===== src/rtl/loadable_down_counter_if.sv =====
// Control/status bundle for the loadable down counter.
// The master drives commands and the load value; the slave (the counter) returns the count and flags.
interface loadable_down_counter_if #(
    parameter int WIDTH = 4
);
    logic             load;
    logic [WIDTH-1:0] load_val;
    logic             start;
    logic             stop;
    logic             en;
    logic [WIDTH-1:0] q;
    logic             busy;
    logic             tc;
    logic             done;

    modport master (
        output load, load_val, start, stop, en,
        input  q, busy, tc, done
    );

    modport slave (
        input  load, load_val, start, stop, en,
        output q, busy, tc, done
    );
endinterface


===== src/rtl/loadable_down_counter.sv =====
// Loadable WIDTH-bit down counter/timer with a registered terminal-count pulse.
// It either stops in DONE at zero or, with AUTO_RELOAD, reloads from the last loaded value.
module loadable_down_counter #(
    parameter int WIDTH       = 4,
    parameter bit AUTO_RELOAD = 1'b0
) (
    input  logic                          clk,
    input  logic                          reset,
    loadable_down_counter_if.slave        bus
);
    typedef enum logic [1:0] {
        IDLE = 2'd0,
        RUN  = 2'd1,
        DONE = 2'd2
    } state_t;

    state_t           r_state;
    state_t           w_stateNext;
    logic [WIDTH-1:0] r_q;
    logic [WIDTH-1:0] w_qNext;
    logic [WIDTH-1:0] r_reload;
    logic [WIDTH-1:0] w_reloadNext;
    logic             r_tc;
    logic             w_tcNext;

    always_ff @(posedge clk or posedge reset) begin
        if (reset) begin
            r_state  <= IDLE;
            r_q      <= '0;
            r_reload <= '0;
            r_tc     <= 1'b0;
        end else begin
            r_state  <= w_stateNext;
            r_q      <= w_qNext;
            r_reload <= w_reloadNext;
            r_tc     <= w_tcNext;
        end
    end

    // Priority on every edge is load, then stop, then start, then count.
    always_comb begin
        w_stateNext  = r_state;
        w_qNext      = r_q;
        w_reloadNext = r_reload;
        w_tcNext     = 1'b0;

        unique case (r_state)
            IDLE, DONE: begin
                if (bus.load) begin
                    w_qNext      = bus.load_val;
                    w_reloadNext = bus.load_val;
                    w_stateNext  = IDLE;
                end else if (bus.stop) begin
                    w_stateNext = IDLE;
                end else if (bus.start) begin
                    if (r_q != '0) begin
                        w_stateNext = RUN;
                    end else begin
                        // Starting at zero is an immediate terminal count.
                        w_tcNext = 1'b1;
                        if (AUTO_RELOAD) begin
                            w_stateNext = RUN;
                            w_qNext     = r_reload;
                        end else begin
                            w_stateNext = DONE;
                        end
                    end
                end
            end

            RUN: begin
                if (bus.load) begin
                    w_qNext      = bus.load_val;
                    w_reloadNext = bus.load_val;
                end else if (bus.stop) begin
                    w_stateNext = IDLE;
                end else if (bus.en) begin
                    if (r_q > WIDTH'(1)) begin
                        w_qNext = r_q - WIDTH'(1);
                    end else if (r_q == WIDTH'(1)) begin
                        w_qNext  = '0;
                        w_tcNext = 1'b1;
                        if (!AUTO_RELOAD) begin
                            w_stateNext = DONE;
                        end
                    end else if (AUTO_RELOAD) begin
                        w_qNext  = r_reload;
                        w_tcNext = (r_reload == '0);
                    end else begin
                        // Zero was loaded while running: finish rather than wrap.
                        w_tcNext    = 1'b1;
                        w_stateNext = DONE;
                    end
                end
            end

            default: begin
                w_stateNext = IDLE;
            end
        endcase
    end

    assign bus.q    = r_q;
    assign bus.tc   = r_tc;
    assign bus.busy = (r_state == RUN);
    assign bus.done = (r_state == DONE);
endmodule


===== src/flat_wrapper.sv =====
// flat-port wrapper written by rule: the top's interface ports become plain ports
module loadable_down_counter_flat 
#(
    parameter int WIDTH       = 4,
    parameter bit AUTO_RELOAD = 1'b0
)
  (clk, reset, bus_load, bus_load_val, bus_start, bus_stop, bus_en, bus_q, bus_busy, bus_tc, bus_done);
  loadable_down_counter_if #(.WIDTH(WIDTH)) bus_i ();
  input  logic clk;
  input  logic reset;
  input wire logic [$bits(bus_i.load)-1:0] bus_load;
  input wire logic [$bits(bus_i.load_val)-1:0] bus_load_val;
  input wire logic [$bits(bus_i.start)-1:0] bus_start;
  input wire logic [$bits(bus_i.stop)-1:0] bus_stop;
  input wire logic [$bits(bus_i.en)-1:0] bus_en;
  output wire logic [$bits(bus_i.q)-1:0] bus_q;
  output wire logic [$bits(bus_i.busy)-1:0] bus_busy;
  output wire logic [$bits(bus_i.tc)-1:0] bus_tc;
  output wire logic [$bits(bus_i.done)-1:0] bus_done;
  assign bus_i.load = bus_load;
  assign bus_i.load_val = bus_load_val;
  assign bus_i.start = bus_start;
  assign bus_i.stop = bus_stop;
  assign bus_i.en = bus_en;
  assign bus_q = bus_i.q;
  assign bus_busy = bus_i.busy;
  assign bus_tc = bus_i.tc;
  assign bus_done = bus_i.done;
  loadable_down_counter #(.WIDTH(WIDTH), .AUTO_RELOAD(AUTO_RELOAD)) u_core (.clk(clk), .reset(reset), .bus(bus_i));
endmodule

===== config.mk =====
export PLATFORM = sky130hd
export DESIGN_NAME = loadable_down_counter_flat
export DESIGN_NICKNAME = d
export VERILOG_FILES = /design/src/rtl/loadable_down_counter_if.sv /design/src/rtl/loadable_down_counter.sv /design/src/flat_wrapper.sv
export SDC_FILE = /design/constraint.sdc
export NUM_CORES = 1
export LEC_CHECK = 0
export CORE_AREA = 3 3 40 42
export CTS_CLUSTER_DIAMETER = 40
export CTS_CLUSTER_SIZE = 30
export DETAILED_ROUTE_END_ITERATION = 7
export DIE_AREA = 0 0 43 45
export GPL_ROUTABILITY_DRIVEN = 0
export PLACE_DENSITY = 0.65
export SYNTH_ARGS = -nofsm -noshare
export SYNTH_HDL_FRONTEND = slang
export SYNTH_SLANG_ARGS = --single-unit

===== constraint.sdc =====
create_clock -name clk -period 1.8 [get_ports clk]
set_input_delay 0.27 -clock clk [delete_from_list [all_inputs] [get_ports clk]]
set_output_delay 0.27 -clock clk [all_outputs]
set_load 0.005 [all_outputs]

==> results.cfg, run 1 <==
[global_routing]
grt_pass1_vias = 494
grt_overflow = 0
grt_max_degree = 9
grt_usage = 0.142
antenna_found_initial = 0
grt_pass1_wl_mm = 2.04

[final_layout]
regArea_um2 = 175
area_delta_synth_final_pct = 63.1
nets = 91
drive_gt1_frac = 0.256
antenna_cells = 0
multi_input_area_um2 = 285
post-route-util = 0.586
fillCellCount = 128

[cts]
clock-sinks = 7
clkLatencyLatePin_ns = 0.26
htreeDepth = 1
cts_made_buffers = 3
cts_buffer_depth = 2
cts_tree = yes
cts_hold_buf = 0
clkSlewWorstSetupHoldPaths_ns = 0.06
clockRootBuffer = clkbuf_4

[timing]
tightest_slew_ns = 0.338
final-setup-viol-count = 0
max_freq_mhz = 574
slew_viol_final = 0
fin_crit_ns = 1.74
relSlewSlack = 0.772
fin_crit_sh = 0.967
hold_viol = 0
fin_tns_setup_ns = 0
layout_setup_ws_ns = 0.0586
fin_worst_skew_ns = 0.00104
whs_ns = 0.239

[placement]
dp_hpwl_um = 915
portBuffers = 16
dpl_worst_slack_ns = 0.0129

[floorplan]
dieWidth_um = 43
die_y_um = 45
core_mm2 = 0.00128
dieArea_mm2 = 0.00194
rows = 13
floorplan.initialDensity = 0.359
io-pin-count = 17

[setup_path]
crit_buf_inv = 1
cp_max_fo = 7
crit_chain = ha_2 > or4b_4 > a31oi_4 > buf_4 > o21ai_0
end_kind = register
critical-path-top-delay-family = simple AND/OR/NAND/NOR gates
reg2reg_to = u_core.bus.q[1]
r2r_start = u_core.bus.q[0]
rrSetupSlack_ns = 0.06
required_ns = 1.94
critPathSlowestCell = or4b_4
cp-start-kind = register
max_stage_delay_ns = 0.49
crit_type = register to register
r2r_cells = 5
arrival_ns = 1.88

[routing]
drt_iter0_markers = 7
vias = 473
finalWirelength_mm = 1.22
ant_nets = 0
drc = 0
drtPass1Iterations = 3
wl_per_cell_um = 13.1
vias_per_cell = 5.09

[yosys]
yosysTopAreaCellShare = 0.379
post_synth_num_cell_types = 25
synth_compound_gate_area_share = 0.279
yosysWarnings = 0
synthXorXnorAreaFrac = 0
ys_ff_latch = 7
ys_seq_area_frac = 0.379
synthCells = 49
synth_area_leaders = dfrtp_1 38%, a2bb2oi_1 5.7%, ha_1 5.4%, o21ai_0 5.4%, a31oi_4 4.6%
yosysMostFrequentCell = dfrtp_1
synth_top_family_by_area = compound AO/OA/AOI/OAI gates
synth.area.mux_share = 0
synthTopCellsByCount = 7 x dfrtp_1, 5 x o21ai_0, 4 x nand2_1
async_flop_share = 1.00
synth_top_area_cell = dfrtp_1
synthFlopType = dfrtp_1
synth_edf_count = 0
synthSimpleGateAreaFrac = 0.252
syn-num-nets = 61
syn_area_per_cell_um2 = 9.42
syn_area_um2 = 462
synth-adder-area-share = 0.0542

[power_and_ir_drop]
ir_drop_mv = 0.419
leakage_nw = 0.330
pwr_density_cell_mw_per_mm2 = 869

[outcome]
status = complete, no violations

[min_path]
hold_class = input pin to async pin

[job]
maxCapViolCount = 0
## through the flow
step | instance area (um^2) | std cells | total power (W)
5_1_grt | 753 | 93 | 0.000701
3_3_place_gp | 681 | 85 | 0.000473
3_5_place_dp | 681 | 85 | 0.000476
4_1_cts | 708 | 89 | 0.000632
6_report | 753 | 93 | 0.000655
2_1_floorplan | 462 | 49 | 0.000337
## routing by layer
metal | vias up | routed length [um] | global-route usage
met5 | - | 0 | 0
met4 | 0 | 16 | 0.0542
met3 | 3 | 79 | 0.0319
met2 | 16 | 641 | 0.269
met1 | 216 | 485 | 0.152
li1 | 238 | - | -
## power by group
part           internal, W  switching (W)  leakage (nW)
Combinational     0.000177       0.000120         0.223
Clock            0.0000819      0.0000702        0.0177
Sequential        0.000182      0.0000232        0.0897
## state kept, by name, summed over array words and instances (netlist names)
name	flops
u_core.bus.tc	1
u_core.bus.q	4
u_core.r_state	2
## cell type report
cell class                      count  area share
Multi-Input combinational cell     38       0.379
Inverter                            3      0.0150
Tap cell                           15      0.0249
Sequential cell                     7       0.233
Clock buffer                        3      0.0299
Timing Repair Buffer               26       0.312
Clock inverter                      1     0.00664
## logic make-up (layout without fill, tap and decap cells)
group           after synthesis  after routing
buf+inv                       4             33
compound gates               17             17
flops                         7              7
simple gates                 19             19
fa+ha+maj                     2              2
## timing repair
action / 4_1_cts / 5_1_grt
setup endpoints to repair: 0 / 1
endpoints found under the hold margin: 0 / 0
gates resized for setup: 0 / 4
setup buffers: 0 / 4
## worst max path at each step
stage / startpoint / end / cells after the start
6_report: u_core.bus.q[0] / u_core.bus.q[1] / 5
5_1_grt: u_core.bus.q[0] / u_core.bus.q[3] / 5
4_1_cts: u_core.bus.q[0] / u_core.bus.q[3] / 6
3_5_place_dp: bus_load / u_core.bus.q[3] / 5
3_3_place_gp: bus_load / u_core.bus.q[3] / 5
2_1_floorplan: u_core.bus.q[0] / u_core.bus.q[3] / 6
## cells in the final DEF (no fill, tap or decap), drive strengths merged
| master | count |
|---|---|
| nor4b | 1 |
| nor3 | 2 |
| o2bb2ai | 1 |
| nor2 | 2 |
| clkinv | 1 |
| a2bb2oi | 3 |
| o21ai | 5 |
| ha | 2 |
| a21oi | 1 |
| o22ai | 1 |
| dfrtp | 7 |
| nor2b | 3 |
| clkdlybuf4s50 | 16 |
| a21o | 2 |
| or2 | 1 |
| or4b | 2 |
| nand3 | 1 |
| or3b | 1 |
| buf | 10 |
| a21boi | 1 |
| clkbuf | 3 |
| nand2 | 4 |
| o21bai | 1 |
| nand2b | 2 |
| a31oi | 2 |
| inv | 3 |
## worst register-to-register path, delay by kind of cell, from the launching register on
| kind | cells | cell delay (ns) |
|---|---|---|
| adders and majority gates | 1 | 0.20 |
| DFF | 1 | 0.41 |
| buffers and inverters | 1 | 0.16 |
| and+or+nand+nor | 1 | 0.49 |
| AOI/OAI and AO/OA | 2 | 0.35 |
No activity file was read; power rests on OpenSTA's default activity.
==> run 2, diff against run 1 <==
--- a/config.mk
+++ b/config.mk
@@ -11,7 +11,7 @@
 export DETAILED_ROUTE_END_ITERATION = 7
 export DIE_AREA = 0 0 43 45
 export GPL_ROUTABILITY_DRIVEN = 0
-export PLACE_DENSITY = 0.65
+export PLACE_DENSITY = 0.67
 export SYNTH_ARGS = -nofsm -noshare
 export SYNTH_HDL_FRONTEND = slang
 export SYNTH_SLANG_ARGS = --single-unit
==> constraint.sdc (replaced) <==
create_clock -name clk -period 1.6 [get_ports clk]
set_input_delay 0.24 -clock clk [delete_from_list [all_inputs] [get_ports clk]]
set_output_delay 0.24 -clock clk [all_outputs]
set_load 0.005 [all_outputs]
==> run 2 against run 1 <==
  * The run now ends with setup timing left
  * Wire length rose by 8.1%
  * Final cell count rose by 4.3%
  * Worst hold slack got worse by 0.028 ns
  * Power rose by 16%
  * Via count rose by 5.7%
  * Sequential power rose by 12%
  * Die area did not move
  * Non-clock buffer count rose by 4
  * Clock skew barely moved
  * Largest cell class unchanged
  * Highest routed layer is now met3
==> results.cfg, run 2 (synthesized netlist as in run 1, its figures left out) <==
[final_layout]
final_common_cell = buf_4
largest_reg_flops = 4
fillCellCount = 125
drive_gt1_frac = 0.305
antenna_cells = 0
area_delta_synth_final_pct = 71.3
post-route-cell-area_um2 = 791
layout_common_cells = 14 x buf_4, 13 x clkdlybuf4s50_1, 7 x dfrtp_1
nets = 95
post-route-util = 0.615

[timing]
tightest_slew_ns = 0.331
fin_tns_setup_ns = -0.227
grt_setup_unrepaired = yes
whs_ns = 0.211
fin_crit_ns = 1.69
fin_crit_sh = 1.06
fin_worst_skew_ns = 0.000741
slew_viol_final = 0
layout_setup_ws_ns = -0.0888
hold_viol = 0
final-setup-viol-count = 3
relSlewSlack = 0.778
max_freq_mhz = 592

[setup_path]
max_stage_delay_ns = 0.47
cp-start-kind = register
critical-path-top-delay-family = simple AND/OR/NAND/NOR gates
crit_buf_inv = 2
crit_top_cell = o21ai_1
critPathSlowestCell = or4b_4
crit_chain = inv_1 > ha_1 > or4b_4 > a31oi_4 > buf_4 > o21ai_1 > o21ai_1
cp_max_fo = 7
required_ns = 1.79
arrival_ns = 1.88
crit_type = register to register
end_kind = register

[floorplan]
dieArea_mm2 = 0.00194
die_y_um = 45
floorplan.initialDensity = 0.359
core_mm2 = 0.00128
dieWidth_um = 43
rows = 13
io-pin-count = 17

[routing]
finalWirelength_mm = 1.32
vias = 500
drt_iter0_markers = 8
drtPass1Iterations = 4
wl_per_cell_um = 13.6
vias_per_cell = 5.15
ant_nets = 0
drc = 0

[outcome]
status = finished with violations
violations = setup timing

[cts]
cts_hold_buf = 0
htreeDepth = 1
cts_buffer_depth = 2
clkLatencyLatePin_ns = 0.26
cts_tree = yes
clockRootBuffer = clkbuf_4
clkSlewWorstSetupHoldPaths_ns = 0.06
cts_made_buffers = 3
clock-sinks = 7

[global_routing]
antenna_found_initial = 0
grt_max_degree = 8
grt_overflow = 0
grt_pass1_wl_mm = 2.17
grt_usage = 0.156
grt_pass1_vias = 532

[placement]
dp_hpwl_um = 958
dpl_worst_slack_ns = -0.160
placement.cell_area_um2 = 703
portBuffers = 16

[min_path]
hold_class = input pin to async pin

[job]
maxCapViolCount = 0

[power_and_ir_drop]
pwr_density_cell_mw_per_mm2 = 956
leakage_nw = 0.396
ir_drop_mv = 0.570
-- run 2: cell count changes in the layout (fill, tap and decap cells not counted) --
cell / before / now
clkdlybuf4s50_1: 16 / 13
dlymetal6s2s_1: 0 / 3
nor2b_1: 3 / 1
nor2b_2: 0 / 1
or2_2: 1 / 0
o21ai_1: 0 / 4
ha_4: 1 / 0
ha_1: 0 / 1
o21ai_0: 5 / 1
nor2b_4: 0 / 1
buf_4: 10 / 14
or2_4: 0 / 1
-- run 2: area by class of cell --
type / count / area [um^2] / share of cell area
clock inverters: 1 / 5.00 / 0.00633
well taps: 15 / 18.8 / 0.0237
repair buffers: 30 / 273 / 0.345
inverters: 3 / 11.3 / 0.0142
clock buffers: 3 / 22.5 / 0.0285
flip-flops and latches: 7 / 175 / 0.222
multi-input cells: 38 / 285 / 0.361
-- run 2: where the power goes --
part	switching (W)	total, W	internal, W	leakage [nW]
combinational	0.000143	0.000355	0.000211	0.289
sequential	0.0000237	0.000229	0.000205	0.0897
clock	0.0000803	0.000172	0.0000922	0.0177
-- run 2: timing repair --
item | 4_1_cts | 5_1_grt
setup buffers | 2 | 3
setup endpoints to repair | 5 | 6
resized for setup | 7 | 6
pin swaps | 2 | 1
-- run 2: layer usage --
metal | vias to the layer above | global-route usage | share of wire
met2 | 20 | 0.266 | 0.53
met1 | 232 | 0.160 | 0.39
met4 | 0 | 0.0904 | 0
met5 | - | 0 | 0
li1 | 248 | - | -
met3 | 0 | 0.0677 | 0.071
-- run 2: worst paths after layout --
check	startpoint	to	slack [ns]	depth (start not counted)
worst max-delay path	u_core.bus.q[0]	u_core.bus.q[2]	-0.09	7
worst min-delay path	reset	u_core.bus.q[3]	0.21	2
worst max register to register	u_core.bus.q[0]	u_core.bus.q[2]	-0.09	7
worst min register to register	u_core.r_state[1]	u_core.r_state[1]	0.63	2
max in group asynchronous	reset	u_core.bus.q[1]	1.17	2
min in group clk	bus_load_val[0]	u_core.bus.q[0]	0.61	3
-- run 2: stage by stage --
| stage | std cells | power (W) |
|---|---|---|
| finish | 97 | 0.000756 |
| global route | 97 | 0.000817 |
| CTS | 94 | 0.000744 |
| detailed placement | 88 | 0.000550 |
| global placement | 88 | 0.000546 |
| floorplan | 49 | 0.000379 |
==> run 3, diff against run 2 <==
--- a/config.mk
+++ b/config.mk
@@ -11,7 +11,7 @@
 export DETAILED_ROUTE_END_ITERATION = 7
 export DIE_AREA = 0 0 43 45
 export GPL_ROUTABILITY_DRIVEN = 0
-export PLACE_DENSITY = 0.67
+export PLACE_DENSITY = 0.65
 export SYNTH_ARGS = -nofsm -noshare
 export SYNTH_HDL_FRONTEND = slang
 export SYNTH_SLANG_ARGS = --single-unit
==> constraint.sdc (replaced) <==
create_clock -name clk -period 1.7 [get_ports clk]
set_input_delay 0.255 -clock clk [delete_from_list [all_inputs] [get_ports clk]]
set_output_delay 0.255 -clock clk [all_outputs]
set_load 0.005 [all_outputs]
==> run 3 against run 2 <==
  * The flow now finishes without violations
  * Die area unchanged
  * Final area down 2.4%
  * Clock skew up 0.0016 ns
  * Flip-flop and latch count unchanged
  * Core utilization shrank 1.5 points
  * Via count down 4.0%
  * Global-route usage down 0.17 points
  * Critical endpoint is now u_core.bus.q[0]
  * Largest power group unchanged
==> results.cfg, run 3 (synthesized netlist as in run 1, its figures left out) <==
[setup_path]
end_kind = register
critical-path-top-delay-family = simple AND/OR/NAND/NOR gates
critPathSlowestCell = or4b_4
max_stage_delay_ns = 0.49
crit_chain = ha_2 > or4b_4 > a31oi_4 > buf_4 > o21ai_0
crit_buf_inv = 1
cp-start-kind = register
required_ns = 1.83
cp_max_fo = 5
arrival_ns = 1.78
crit_type = register to register

[cts]
cts_tree = yes
clockRootBuffer = clkbuf_4
clkLatencyLatePin_ns = 0.25
htreeDepth = 1
clkSlewWorstSetupHoldPaths_ns = 0.05
cts_made_buffers = 3
cts_buffer_depth = 2
cts_hold_buf = 0
clock-sinks = 7

[timing]
whs_ns = 0.233
fin_crit_ns = 1.65
final-setup-viol-count = 0
slew_viol_final = 0
relSlewSlack = 0.809
fin_worst_skew_ns = 0.00236
max_freq_mhz = 607
fin_crit_sh = 0.969
grt_setup_unrepaired = yes
hold_viol = 0
tightest_slew_ns = 0.286

[final_layout]
nets = 93
area_delta_synth_final_pct = 67.2
layout_common_cells = 15 x clkdlybuf4s50_1, 12 x buf_4, 7 x dfrtp_1
fillCellCount = 121
final_common_cell = clkdlybuf4s50_1
regArea_um2 = 175
antenna_cells = 0
drive_gt1_frac = 0.275
largest_reg_flops = 4
multi_input_area_um2 = 288
fin_cells = 95

[job]
maxCapViolCount = 0

[floorplan]
io-pin-count = 17
core_mm2 = 0.00128
rows = 13
dieArea_mm2 = 0.00194
die_y_um = 45
dieWidth_um = 43
floorplan.initialDensity = 0.359

[placement]
dp_hpwl_um = 903
portBuffers = 16
dp_cells = 88

[routing]
drc = 0
drtPass1Iterations = 4
vias_per_cell = 5.05
wl_per_cell_um = 11.8
ant_nets = 0
drt_iter0_markers = 2
vias = 480
finalWirelength_mm = 1.12

[power_and_ir_drop]
ir_drop_mv = 0.520
power_w = 0.000689
pwr_density_cell_mw_per_mm2 = 893
leakage_nw = 0.348

[global_routing]
grt_max_degree = 8
grt_usage = 0.154
antenna_found_initial = 0
grt_overflow = 0
grt_pass1_wl_mm = 2.18
grt_pass1_vias = 526

[min_path]
hold_class = input pin to async pin

[outcome]
status = complete, no violations
==> run 3: changes by cell type in the layout (fill, tap and decap cells not counted), moves of 2 or more <==
| cell | before | now |
|---|---|---|
| o21ai_0 | 1 | 5 |
| dlymetal6s2s_1 | 3 | 1 |
| buf_4 | 14 | 12 |
| nor2b_1 | 1 | 3 |
| clkdlybuf4s50_1 | 13 | 15 |
| o21ai_1 | 4 | 0 |
==> run 3: per-stage QoR <==
stage	utilization	setup slack [ns]	setup TNS [ns]	cell area, um^2
after global placement	0.547	-0.0650	-0.113	703
after global routing	0.601	-0.0357	-0.0841	772
after CTS	0.581	-0.0324	-0.0687	747
final	0.601	0.0529	0	772
after detailed placement	0.547	-0.0751	-0.227	703
after floorplan	-	0.0370	0	462
==> run 3: final timing paths <==
kind | startpoint | endpoint | slack [ns] | depth (start not counted)
hold reg to reg | u_core.bus.q[1] | u_core.bus.q[1] | 0.61 | 3
setup reg to reg | u_core.bus.q[0] | u_core.bus.q[0] | 0.05 | 5
setup / recovery | u_core.bus.q[0] | u_core.bus.q[0] | 0.05 | 5
min in group clk | u_core.bus.q[1] | u_core.bus.q[1] | 0.61 | 3
max in group asynchronous | reset | u_core.r_state[0] | 1.26 | 2
hold / removal | reset | u_core.bus.q[0] | 0.23 | 2
==> run 3: final cells by class <==
| cell class | count | share of cell area |
|---|---|---|
| Tap cell | 15 | 0.0243 |
| Sequential cell | 7 | 0.227 |
| Multi-Input combinational cell | 38 | 0.373 |
| Inverter | 3 | 0.0146 |
| Timing Repair Buffer | 28 | 0.327 |
| Clock buffer | 4 | 0.0340 |
==> run 3: timing repair <==
action | 4_1_cts | 5_1_grt
endpoints found under the hold margin | 0 | 0
pin swaps | 2 | 3
resized for setup | 1 | 6
endpoints found under the setup margin | 1 | 4
cloned | 0 | 0
setup buffers | 2 | 1
==> run 3: worst register-to-register path: cells and delay by family (launching register included) <==
kind,cells,cell delay (ns)
flops,1,0.41
compound gates,2,0.28
fa+ha+maj,1,0.19
simple gates,1,0.49
buf+inv,1,0.16
==> run 3: layer usage <==
metal  global-route usage  part of all wire
met5                    0                 0
met4               0.0723            0.0045
met3               0.0677             0.076
met2                0.275              0.51
met1                0.155              0.40
==> run 3: where the power goes <==
| group | switching [W] | internal (W) | leakage [nW] |
|---|---|---|---|
| clock network | 0.0000604 | 0.0000895 | 0.0150 |
| logic | 0.000129 | 0.000196 | 0.243 |
| registers | 0.0000209 | 0.000193 | 0.0897 |
